--- config.mk ---
export PLATFORM = sky130hd
export DESIGN_NAME = fp_decoder_flat
export DESIGN_NICKNAME = d
export VERILOG_FILES = /design/src/rtl/fp_decoder_pkg.sv /design/src/rtl/fp_decoder_if.sv /design/src/rtl/fp_decoder.sv /design/src/flat_wrapper.sv
export SDC_FILE = /design/constraint.sdc
export NUM_CORES = 1
export LEC_CHECK = 0
export ABC_AREA = 1
export CAP_MARGIN = 20
export CORE_ASPECT_RATIO = 1.2
export CORE_UTILIZATION = 30
export CTS_BUF_LIST = sky130_fd_sc_hd__clkbuf_2
export CTS_CLUSTER_SIZE = 12
export DETAILED_ROUTE_END_ITERATION = 7
export PLACE_DENSITY = 0.62
export SLEW_MARGIN = 10
export SYNTH_ARGS = -nofsm -noshare
export SYNTH_HDL_FRONTEND = slang
export SYNTH_SLANG_ARGS = --single-unit
--- constraint.sdc ---
create_clock -name clk -period 2.3 [get_ports clk]
set_clock_uncertainty 0.05 [all_clocks]
set_input_delay 0.46 -clock clk [delete_from_list [all_inputs] [get_ports clk]]
set_output_delay 0.46 -clock clk [all_outputs]
set_load 0.02 [all_outputs]
--- src/rtl/fp_decoder_pkg.sv ---
// Shared definitions for the compressed floating-point decoder path:
// default field widths and the controller state encoding.
package fp_pkg;

   localparam int EXP_W = 3;
   localparam int SIG_W = 4;
   localparam int OUT_W = 12;

   typedef enum logic [1:0] {
      IDLE  = 2'd0,
      SHIFT = 2'd1,
      SIGN  = 2'd2,
      DONE  = 2'd3
   } state_t;

endpackage

--- src/rtl/fp_decoder_if.sv ---
// Valid/ready bundle between the S/E/F producer, the decoder and the
// consumer of the reconstructed linear sample.
interface fp_decoder_if #(
   parameter int EXP_W = fp_pkg::EXP_W,
   parameter int SIG_W = fp_pkg::SIG_W,
   parameter int OUT_W = fp_pkg::OUT_W
);

   logic                    in_valid;
   logic                    in_ready;
   logic                    s;
   logic [EXP_W-1:0]        e;
   logic [SIG_W-1:0]        f;
   logic                    out_valid;
   logic                    out_ready;
   logic signed [OUT_W-1:0] d;

   // Producer/consumer side
   modport master (
      output in_valid, s, e, f, out_ready,
      input  in_ready, out_valid, d
   );

   // Decoder side
   modport slave (
      input  in_valid, s, e, f, out_ready,
      output in_ready, out_valid, d
   );

endinterface

--- src/rtl/fp_decoder.sv ---
// Sequential decoder: D = (-1)^S * F * 2^E, one left shift per cycle,
// followed by a conditional-negate stage. One transaction in flight.
module fp_decoder
   import fp_pkg::*;
#(
   parameter int EXP_W = fp_pkg::EXP_W,
   parameter int SIG_W = fp_pkg::SIG_W,
   parameter int OUT_W = fp_pkg::OUT_W
) (
   input  logic         clk,
   input  logic         rst,
   fp_decoder_if.slave  bus
);

   // The largest magnitude F*2^(2^EXP_W-1) plus a sign bit must fit in OUT_W.
   if (OUT_W < SIG_W + (1 << EXP_W)) begin : g_width_check
      $error("fp_decoder: OUT_W too small for SIG_W/EXP_W");
   end

   state_t                  state;
   state_t                  state_nxt;
   logic [OUT_W-1:0]        acc;
   logic [EXP_W-1:0]        cnt;
   logic                    sign;
   logic signed [OUT_W-1:0] d_r;
   logic                    out_valid_r;
   logic                    accept;

   // Conditional two's-complement negate of an unsigned magnitude.
   function automatic logic signed [OUT_W-1:0] sign_apply(
      input logic             neg,
      input logic [OUT_W-1:0] mag
   );
      logic [OUT_W-1:0] res;
      res = neg ? (~mag + OUT_W'(1)) : mag;
      return $signed(res);
   endfunction

   assign bus.in_ready  = (state == IDLE) && !rst;
   assign bus.out_valid = out_valid_r;
   assign bus.d         = d_r;
   assign accept        = bus.in_valid && bus.in_ready;

   // State register
   always_ff @(posedge clk) begin
      if (rst) begin
         state <= IDLE;
      end else begin
         state <= state_nxt;
      end
   end

   // Next-state logic
   always_comb begin
      state_nxt = state;
      case (state)
         IDLE:    if (accept) state_nxt = SHIFT;
         SHIFT:   if (cnt == '0) state_nxt = SIGN;
         SIGN:    state_nxt = DONE;
         DONE:    if (bus.out_ready) state_nxt = IDLE;
         default: state_nxt = IDLE;
      endcase
   end

   // Datapath: latch fields, shift the magnitude, apply sign, hold result
   always_ff @(posedge clk) begin
      if (rst) begin
         acc         <= '0;
         cnt         <= '0;
         sign        <= 1'b0;
         d_r         <= '0;
         out_valid_r <= 1'b0;
      end else begin
         case (state)
            IDLE: begin
               if (accept) begin
                  sign <= bus.s;
                  cnt  <= bus.e;
                  acc  <= {{(OUT_W-SIG_W){1'b0}}, bus.f};
               end
            end
            SHIFT: begin
               if (cnt != '0) begin
                  acc <= acc << 1;
                  cnt <= cnt - 1'b1;
               end
            end
            SIGN: begin
               d_r         <= sign_apply(sign, acc);
               out_valid_r <= 1'b1;
            end
            DONE: begin
               if (bus.out_ready) begin
                  out_valid_r <= 1'b0;
               end
            end
            default: ;
         endcase
      end
   end

endmodule

--- src/flat_wrapper.sv ---
// flat-port wrapper written by rule: the top's interface ports become plain ports
module fp_decoder_flat import fp_pkg::*;
#(
   parameter int EXP_W = fp_pkg::EXP_W,
   parameter int SIG_W = fp_pkg::SIG_W,
   parameter int OUT_W = fp_pkg::OUT_W
)
  (clk, rst, bus_in_valid, bus_s, bus_e, bus_f, bus_out_ready, bus_in_ready, bus_out_valid, bus_d);
  fp_decoder_if #(.EXP_W(EXP_W), .SIG_W(SIG_W), .OUT_W(OUT_W)) bus_i ();
  input  logic clk;
  input  logic rst;
  input wire logic [$bits(bus_i.in_valid)-1:0] bus_in_valid;
  input wire logic [$bits(bus_i.s)-1:0] bus_s;
  input wire logic [$bits(bus_i.e)-1:0] bus_e;
  input wire logic [$bits(bus_i.f)-1:0] bus_f;
  input wire logic [$bits(bus_i.out_ready)-1:0] bus_out_ready;
  output wire logic [$bits(bus_i.in_ready)-1:0] bus_in_ready;
  output wire logic [$bits(bus_i.out_valid)-1:0] bus_out_valid;
  output wire logic [$bits(bus_i.d)-1:0] bus_d;
  assign bus_i.in_valid = bus_in_valid;
  assign bus_i.s = bus_s;
  assign bus_i.e = bus_e;
  assign bus_i.f = bus_f;
  assign bus_i.out_ready = bus_out_ready;
  assign bus_in_ready = bus_i.in_ready;
  assign bus_out_valid = bus_i.out_valid;
  assign bus_d = bus_i.d;
  fp_decoder #(.EXP_W(EXP_W), .SIG_W(SIG_W), .OUT_W(OUT_W)) u_core (.clk(clk), .rst(rst), .bus(bus_i));
endmodule
## Yosys cells after proc, flatten, opt, wreduce, memory -nomap -nowiden

Index checks and enable logic that the tools add are counted.
W data, S select, Z words.

| storage, ports and cells | value |
|---|---|
| output and inout port bits | 14 |
| word-level logic and storage cells | 41 |
| memories | 0 |
| RAM bits | 0 |
| latch bits | 0 |
| ROM bits | 0 |
| register bits | 31 |

| cells by class | value |
|---|---|
| $lt $le $gt $ge | 0 |
| eq/ne operators | 7 |
| mux-type cells | 13 |
| shift operators | 0 |
| div/mod/pow operators | 0 |
| add/subtract/negate cells | 2 |
| multipliers | 0 |
| bitwise gates (word level) | 1 |
| reductions and logical operators | 12 |

Operator list:

| operator | number |
|---|---|
| $mux W12 | 3 |
| $pmux W12 S2 | 1 |
| $add A12 B1 Y12 const B | 1 |
| $not A12 Y12 | 1 |
| $pmux W2 S4 | 1 |
| $mux W2 | 3 |
| $mux W3 | 2 |
| $ne A2 B1 Y1 const B | 3 |
| $pmux W3 S2 | 1 |
| $reduce_and A3 Y1 | 2 |
| $eq A2 B2 Y1 const B | 2 |
| $reduce_and A2 Y1 | 2 |
| $reduce_bool A2 Y1 | 2 |
| $logic_not A3 Y1 | 1 |
| $reduce_bool A3 Y1 | 1 |
| $sub A3 B1 Y3 const B | 1 |
| $eq A2 B1 Y1 const B | 1 |
| $logic_and A1 B1 Y1 | 2 |
| $logic_not A2 Y1 | 1 |
| $ne A2 B2 Y1 const B | 1 |
| $pmux W1 S2 | 1 |
| $logic_not A1 Y1 | 1 |
| $mux W1 | 1 |

## Depth between registers and ports, before layout

Gate-level depths: netlist of run 1.

| depth | value |
|---|---|
| depth after elaboration | 5 |
| mapped depth | 11 |

## Worst setup path after synthesis of run 1

No wires, ideal clock.

| timing | value |
|---|---|
| path type | flip-flop to flip-flop |
| start | register u_core.state[0] |
| end | register u_core.acc[6] |
| slack | 630 ps |
| period minus slack after synthesis | 1670 ps |
| data required time | 2134 ps |
| buffers on the path | 2 |
| data arrival time | 1504 ps |
| stages on the path, launching flop included | 12 |
| path through | dfxtp_1 -> inv_1 -> ha_1 -> inv_1 -> nor2_2 -> nand2_2 -> nand2_2 -> nand2_2 -> buf_6 -> buf_6 -> a21oi_1 -> nor2_1 |

| on the way | value |
|---|---|
| cells in the longest elaborated chain, start to end | 5 |

Ends and longest elaborated chain:

| what | RTL line | text |
|---|---|---|
| start, declared | fp_decoder.sv:20 | `state_t state;` |
| start signal, assigned | fp_decoder.sv:49 | `state <= state_nxt;` |
| $logic_not A2 Y1 | fp_decoder.sv:39 | `assign bus.in_ready = (state == IDLE) && !rst;` |
| $logic_and A1 B1 Y1 | fp_decoder.sv:39 |  |
| named net bus_in_ready | flat_wrapper.sv:17 | `output wire logic [$bits(bus_i.in_ready)-1:0] bus_in_ready;` |
| $logic_and A1 B1 Y1 | fp_decoder.sv:42 | `assign accept = bus.in_valid && bus.in_ready;` |
| $ne A2 B1 Y1 (no source line) | n/a |  |
| $reduce_and A3 Y1 (no source line) | n/a |  |
| end signal, assigned | fp_decoder.sv:79 | `acc <= {{(OUT_W-SIG_W){1'b0}}, bus.f};` |
| end signal, assigned | fp_decoder.sv:84 | `acc <= acc << 1;` |
| end, declared | fp_decoder.sv:22 | `logic [OUT_W-1:0] acc;` |

The timed path passes the listed nets, and every way through them passes these cells.
A chain may end at the register's enable or synchronous reset.

## Worst setup path after layout of run 1

| timing | value |
|---|---|
| start | register u_core.state[1] |
| end | output port bus_in_ready |

| on the way | value |
|---|---|
| cells in the longest elaborated chain, start to end | 2 |

Ends and longest elaborated chain:

| what | RTL line |
|---|---|
| $logic_not A2 Y1 | fp_decoder.sv:39 |
| $logic_and A1 B1 Y1 | fp_decoder.sv:39 |
| end, declared | flat_wrapper.sv:17 |

Every way passes these cells.

==> results of run 1 <==
==> worst max-delay path, cell delays in order (launching register included) <==
cell           delay (ns)
dfxtp_1              0.35
inv_1                0.11
ha_1                 0.19
inv_1                0.08
nor2_2               0.11
dlygate4sd2_1        0.34
==> power breakdown <==
part | leakage (nW) | switching, mW | internal (mW) | total (mW)
Clock | 0.0404 | 0.198 | 0.179 | 0.377
Sequential | 0.254 | 0.106 | 0.697 | 0.803
Combinational | 0.518 | 0.818 | 0.494 | 1.31
Total | 0.812 | 1.12 | 1.37 | 2.49
==> cells in the mapped netlist (all sizes together) <==
| master | number |
|---|---|
| dfxtp | 31 |
| nor2 | 27 |
| clkbuf | 5 |
| o21ai | 28 |
| nand3b | 1 |
| nand4 | 3 |
| nand2 | 48 |
| xor2 | 3 |
| buf | 6 |
| inv | 25 |
| a21oi | 26 |
| ha | 7 |
| o211ai | 2 |
| nand3 | 18 |
| o21bai | 1 |
==> layout make-up <==
cell class / instances / area [sq um]
Fill cell: 527 / 3060
Multi-Input combinational cell: 164 / 815
Sequential cell: 31 / 621
Timing Repair Buffer: 30 / 287
Inverter: 25 / 93.8
Tap cell: 60 / 75.1
Clock inverter: 3 / 38.8
Clock buffer: 5 / 25.0
==> cells by family after synthesis <==
family / Yosys count
fa+ha+maj: 7
compound gates: 57
buf+inv: 36
flops: 31
xor+xnor: 3
simple gates: 97
==> flip-flops by register name, summed over array words and instances, names as in the netlist <==
| signal | flops |
|---|---|
| u_core.sign | 1 |
| u_core.cnt | 3 |
| u_core.bus.out_valid | 1 |
| u_core.state | 2 |
| u_core.bus.d | 12 |
| u_core.acc | 12 |
==> per-layer routing <==
metal	track usage [%]	routed length, um	vias to the layer above
li1	-	-	800
met1	17.0	1700	660
met2	23.4	1620	27
met3	3.06	113	11
met4	8.13	96	0
met5	0	0	-
==> path summary, 6_finish.rpt <==
| check | cells past startpoint | start | to | slack, ns |
|---|---|---|---|---|
| max | 5 | u_core.state[1]$_SDFFE_PP0P_ | bus_in_ready | 0.26 |
| min reg2reg | 2 | u_core.acc[0]$_SDFFE_PP0P_ | u_core.acc[0]$_SDFFE_PP0P_ | 0.43 |
| min | 2 | u_core.acc[0]$_SDFFE_PP0P_ | u_core.acc[0]$_SDFFE_PP0P_ | 0.43 |
| max reg2reg | 8 | u_core.state[1]$_SDFFE_PP0P_ | u_core.cnt[2]$_SDFFE_PP0P_ | 0.48 |
==> repair_timing <==
| item | CTS | global route |
|---|---|---|
| resized for setup | 1 | 0 |
| hold buffers | 0 | 0 |
| setup endpoints to repair | 1 | 0 |
==> metrics by stage <==
step | utilization, % | worst slack, ns | cell area (sq um) | hold slack, ns
after floorplan | - | 0.630 | 1600 | 0.393
after global placement | 37.8 | 0.0960 | 1890 | 0.403
after detailed placement | 37.8 | 0.101 | 1890 | 0.407
after CTS | 39.0 | 0.225 | 1950 | 0.429
after global routing | 39.0 | 0.135 | 1950 | 0.464
final | 39.0 | 0.256 | 1950 | 0.427
==> summary.txt, run 1 <==
STA
  – Final setup viols: 0
  – Setup_tns: 0 ns
  – Hold violation total from the final report: 0
  – Final Critical Period: between 2 and 2.5 ns
  – Actual slew at the worst max-slew pin: slightly below 0.5 ns
  – Pins over their slew limit: 0
  – Max_slew headroom: 67.3%
  – Final period util: 88.9%
  – Peak Freq: between 400 and 500 MHz
  – RSZ-0062 raised after global routing: no

Logic synthesis
  – Post-Syn Area per Cell: 6.91 sq um
  – Synth Area in Simple Gates: approximately a quarter
  – Largest family of logic cells by synthesized area: simple AND/OR/NAND/NOR gates
  – Synth warn: 0
  – Synth area leaders: dfxtp_1 (39%), nand2_1 (11%), o21ai_0 (8.5%)
  – Synth Instances: 231
  – Sequential area share after synthesis: 38.9%
  – Library cells used by synthesis: 20
  – Adder-Cell Fraction of Synth Area: about 5.5%
  – Mux share of post-synthesis cell area: 0%
  – Post-Synth XOR/XNOR Area: approximately 1.6%
  – Mapped Nets: between 200 and 300
  – Cell Area, Synth: between 1500 and 2000 sq um
  – Synth Area in Compound Gates: 18.4%
  – Area share of the largest cell type after synthesis: slightly below 40%
  – Yosys top cell by area: dfxtp_1
  – #FFs+latches synth: 31

Layout
  – Most frequent cells in the layout: nand2_1 (45), dfxtp_1 (31), o21ai_0 (27)
  – NumNets Final: between 200 and 300
  – Ant diodes: 0
  – Synthesis-to-layout area growth: 22.5%
  – Share of cells above drive strength 1: between 6 and 7%
  – Most common cell after layout, fill and taps aside: nand2_1
  – Non-Filler Instances: about 320

Detailed routing
  – Routed Antenna Nets: 0
  – Initial drt markers: 58
  – Vias: around 1.5k
  – First-pass DRT Iterations: 4
  – DR DRC count: 0
  – Drt total wl: 3.53 mm
  – Vias per inst: approximately 4.7
  – Wire per inst: between 10 and 15 um

Worst setup path
  – Worst Path Required: about 1.8 ns
  – Top fanout value on the critical path: 3
  – Crit start category: flip-flop
  – CP Capture Type: output pin
  – Kind of critical path: reg2out
  – Arr. time, crit path: 1.53 ns

Floorplan
  – Die area: roughly 5600 sq um
  – Num rows: 28
  – Die Height: a little over 80 um
  – Starting Density: between 30% and 40%
  – Io pins: 26
  – Chip width: just under 70 um
  – Core Area: about 5000 sq um

CTS
  – Clock root buffer master: clkbuf_2
  – Postcts setup bufs: 0
  – H-tree Lvls: 2
  – CTS buffer count: 5
  – CTS tree: yes
  – Clock Pin Slew Worst Setup and Hold Paths: approximately 0.16 ns
  – Later-pin clock latency in the skew report: between 0.3 and 0.4 ns
  – Max Root-Sink Buffers: 2
  – # clock sinks: 31

Run
  – Number of max-cap violations: 0

Placement
  – RD Place Congestion: roughly 0.86
  – DP Wirelength: between 2 and 3 mm
  – Placed insts: 310
  – IO Port Bufs: 25

Global route
  – Vias in the first global route: around 1.4k
  – First-pass GRT wire length: a little under 6 mm
  – Total grt overflow: 0
  – Total global-route track usage: about 14%
  – Initial antenna violation count: 0
  – Largest net degree at the start of global routing: 21

Power and ir drop
  – P per Cell Area: around 1300 nW/um^2
  – Tot Pwr: between 2 and 2.5 mW
  – Leakage: 0.812 nW
  – Maximum VDD drop: 0.581 mV

Hold path
  – Worst Hold Class: reg2reg

Status
  – Status: completed
Power figures use the tool's default switching activity.
==> inputs of run 2 (changes only) <==
Settings changed: CTS_BUF_LIST sky130_fd_sc_hd__clkbuf_2 to sky130_fd_sc_hd__clkbuf_16.
==> run 2 against run 1 <==
  * Routed wire length grew 0.34%
  * Power grew 14%
  * Flip-flop and latch count is the same
  * Die area did not move
  * Clock power is 95% higher
  * Non-clock buffer count did not move
  * Register-to-register slack gained 0.02 ns
  * Largest cell class unchanged
==> summary.txt, run 2 (synthesis results as in run 1) <==
Status
  – Status: completed

Power and ir drop
  – Leakage: between 0.8 and 0.9 nW
  – Maximum VDD drop: 0.649 mV
  – Comb power frac: 46.0%
  – Sequential power share: around 28%
  – Internal power: 1.70 mW
  – Clock power frac: around 26%
  – Switch Pwr: approximately 1.2 mW
  – P per Cell Area: approximately 1400 nW/um^2
  – Switching portion of total power: 40.4%

STA
  – Final worst slack: a little under 0.5 ns
  – Hold violation total from the final report: 0
  – Max_slew headroom: between 60 and 70%
  – Final setup viols: 0
  – Final Critical Period: between 1.5 and 2 ns
  – Pins over their slew limit: 0
  – Fin Hold WS: just over 0.4 ns
  – RSZ-0062 raised after global routing: no
  – Peak Freq: 550 MHz
  – Final period util: around four fifths
  – Setup_tns: 0 ns
  – Actual slew at the worst max-slew pin: between 0.5 and 0.6 ns

Worst setup path
  – Arr. time, crit path: around 1.3 ns
  – Kind of critical path: reg2out
  – Critical path origin: u_core.state[1]$_SDFFE_PP0P_
  – CP cell instances: inv_1, ha_1, inv_1, nor2_2, dlymetal6s2s_1
  – Buf+Inv Stages, Crit Path: 3
  – Crit-path max cell delay: between 0.3 and 0.4 ns
  – Slowest cell on crit path: dfxtp_1
  – Worst Path Required: about 1.8 ns
  – Top fanout value on the critical path: 3
  – CP most frequent cell: inv_1
  – Crit start category: flip-flop
  – CP Capture Type: output pin
  – RR Startpoint: u_core.state[1]$_SDFFE_PP0P_
  – CP delay by family, top: buffers and inverters

Floorplan
  – Num rows: 28
  – Chip width: roughly 69 um
  – Io pins: 26
  – Starting Density: roughly a third
  – Die Height: around 82 um
  – Die area: 5610 sq um
  – Core Area: between 5000 and 6000 sq um

Detailed routing
  – Initial drt markers: 66
  – First-pass DRT Iterations: 4
  – DR DRC count: 0
  – Drt total wl: about 3.5 mm
  – Wire per inst: approximately 11 um
  – Vias: approximately 1.5k
  – Routed Antenna Nets: 0
  – Vias per inst: roughly 4.7

Global route
  – Met3 usage: between 5 and 6%
  – First-pass GRT wire length: 6.01 mm
  – Total global-route track usage: 14.6%
  – Vias in the first global route: 1387
  – Initial antenna violation count: 0
  – Gr busiest metal: met2
  – Largest net degree at the start of global routing: 21
  – Grt met2 use: between 20% and 30%
  – Total grt overflow: 0
  – GR Layer Usage met1: between 10% and 20%

CTS
  – Max Root-Sink Buffers: 2
  – Clock Pin Slew Worst Setup and Hold Paths: around 0.05 ns
  – H-tree Lvls: 2
  – CTS buffer count: 5
  – CTS tree: yes
  – # clock sinks: 31
  – Later-pin clock latency in the skew report: around 0.27 ns
  – Clock root buffer master: clkbuf_16
  – Hold-fix buffers, CTS: 0

Placement
  – DP Wirelength: 2.53 mm
  – Pre-CTS setup slack: around 0.1 ns
  – IO Port Bufs: 25
  – RD Place Congestion: ~0.86
  – Placed insts: between 300 and 400

Layout
  – Synthesis-to-layout area growth: 29.0%
  – NumNets Final: roughly 280
  – FILL cells: approximately 510
  – Ant diodes: 0
  – Share of cells above drive strength 1: 6.20%
  – Most frequent cells in the layout: nand2_1 (45), dfxtp_1 (31), o21ai_0 (27)
  – Most common cell after layout, fill and taps aside: nand2_1
  – Non-Filler Instances: 318

Run
  – Number of max-cap violations: 0

Hold path
  – Hold_sp: u_core.acc[0]$_SDFFE_PP0P_
  – Worst Hold Class: reg2reg
[run 2: worst reg2reg max path: cells and delay by family (launching register included)]
family	cells	cell delay, ns
adders and majority gates	1	0.43
DFF	1	0.32
and+or+nand+nor	2	0.22
AOI/OAI and AO/OA	3	0.38
buffers and inverters	2	0.35
[run 2: stage by stage]
step / utilization [%] / power [mW] / area, sq um
after floorplan: - / 1.83 / 1600
after global placement: 37.8 / 2.12 / 1890
after detailed placement: 37.8 / 2.14 / 1890
after CTS: 41.0 / 2.89 / 2060
after global routing: 41.1 / 3.12 / 2060
final: 41.1 / 2.85 / 2060
[run 2: power groups by stage]
stage                     clock network, mW  registers, mW  logic [mW]
final                                 0.734          0.806        1.31
after global routing                  0.775          0.829        1.52
after CTS                             0.750          0.805        1.33
after detailed placement                  0          0.816        1.33
after global placement                    0          0.814        1.30
after floorplan                           0          0.882       0.945
[run 2: final cells by class]
cell class | count | area, sq um | area share (%)
Sequential cell | 31 | 621 | 30.2
Inverter | 25 | 93.8 | 4.56
Clock inverter | 3 | 38.8 | 1.88
Clock buffer | 5 | 125 | 6.08
Multi-Input combinational cell | 164 | 815 | 39.6
Tap cell | 60 | 75.1 | 3.65
Timing Repair Buffer | 30 | 290 | 14.1
[run 2: final timing paths]
path                                endpoint  slack, ns  depth (start not counted)
hold / removal    u_core.acc[0]$_SDFFE_PP0P_       0.41                          2
setup reg to reg  u_core.cnt[2]$_SDFFE_PP0P_       0.50                          8
hold reg to reg   u_core.acc[0]$_SDFFE_PP0P_       0.41                          2
setup / recovery                bus_in_ready       0.48                          5
[run 2: repair_timing]
item,4_1_cts,5_1_grt
setup endpoints to repair,0,1
resized for setup,0,1
setup buffers,0,0
[run 2: metal layers]
layer	share of wire, %	wire length [um]	vias up
met3	4.3	151	11
met2	45	1610	30
met1	48	1690	658
met4	2.5	89	0
met5	0	0	-
li1	-	-	803
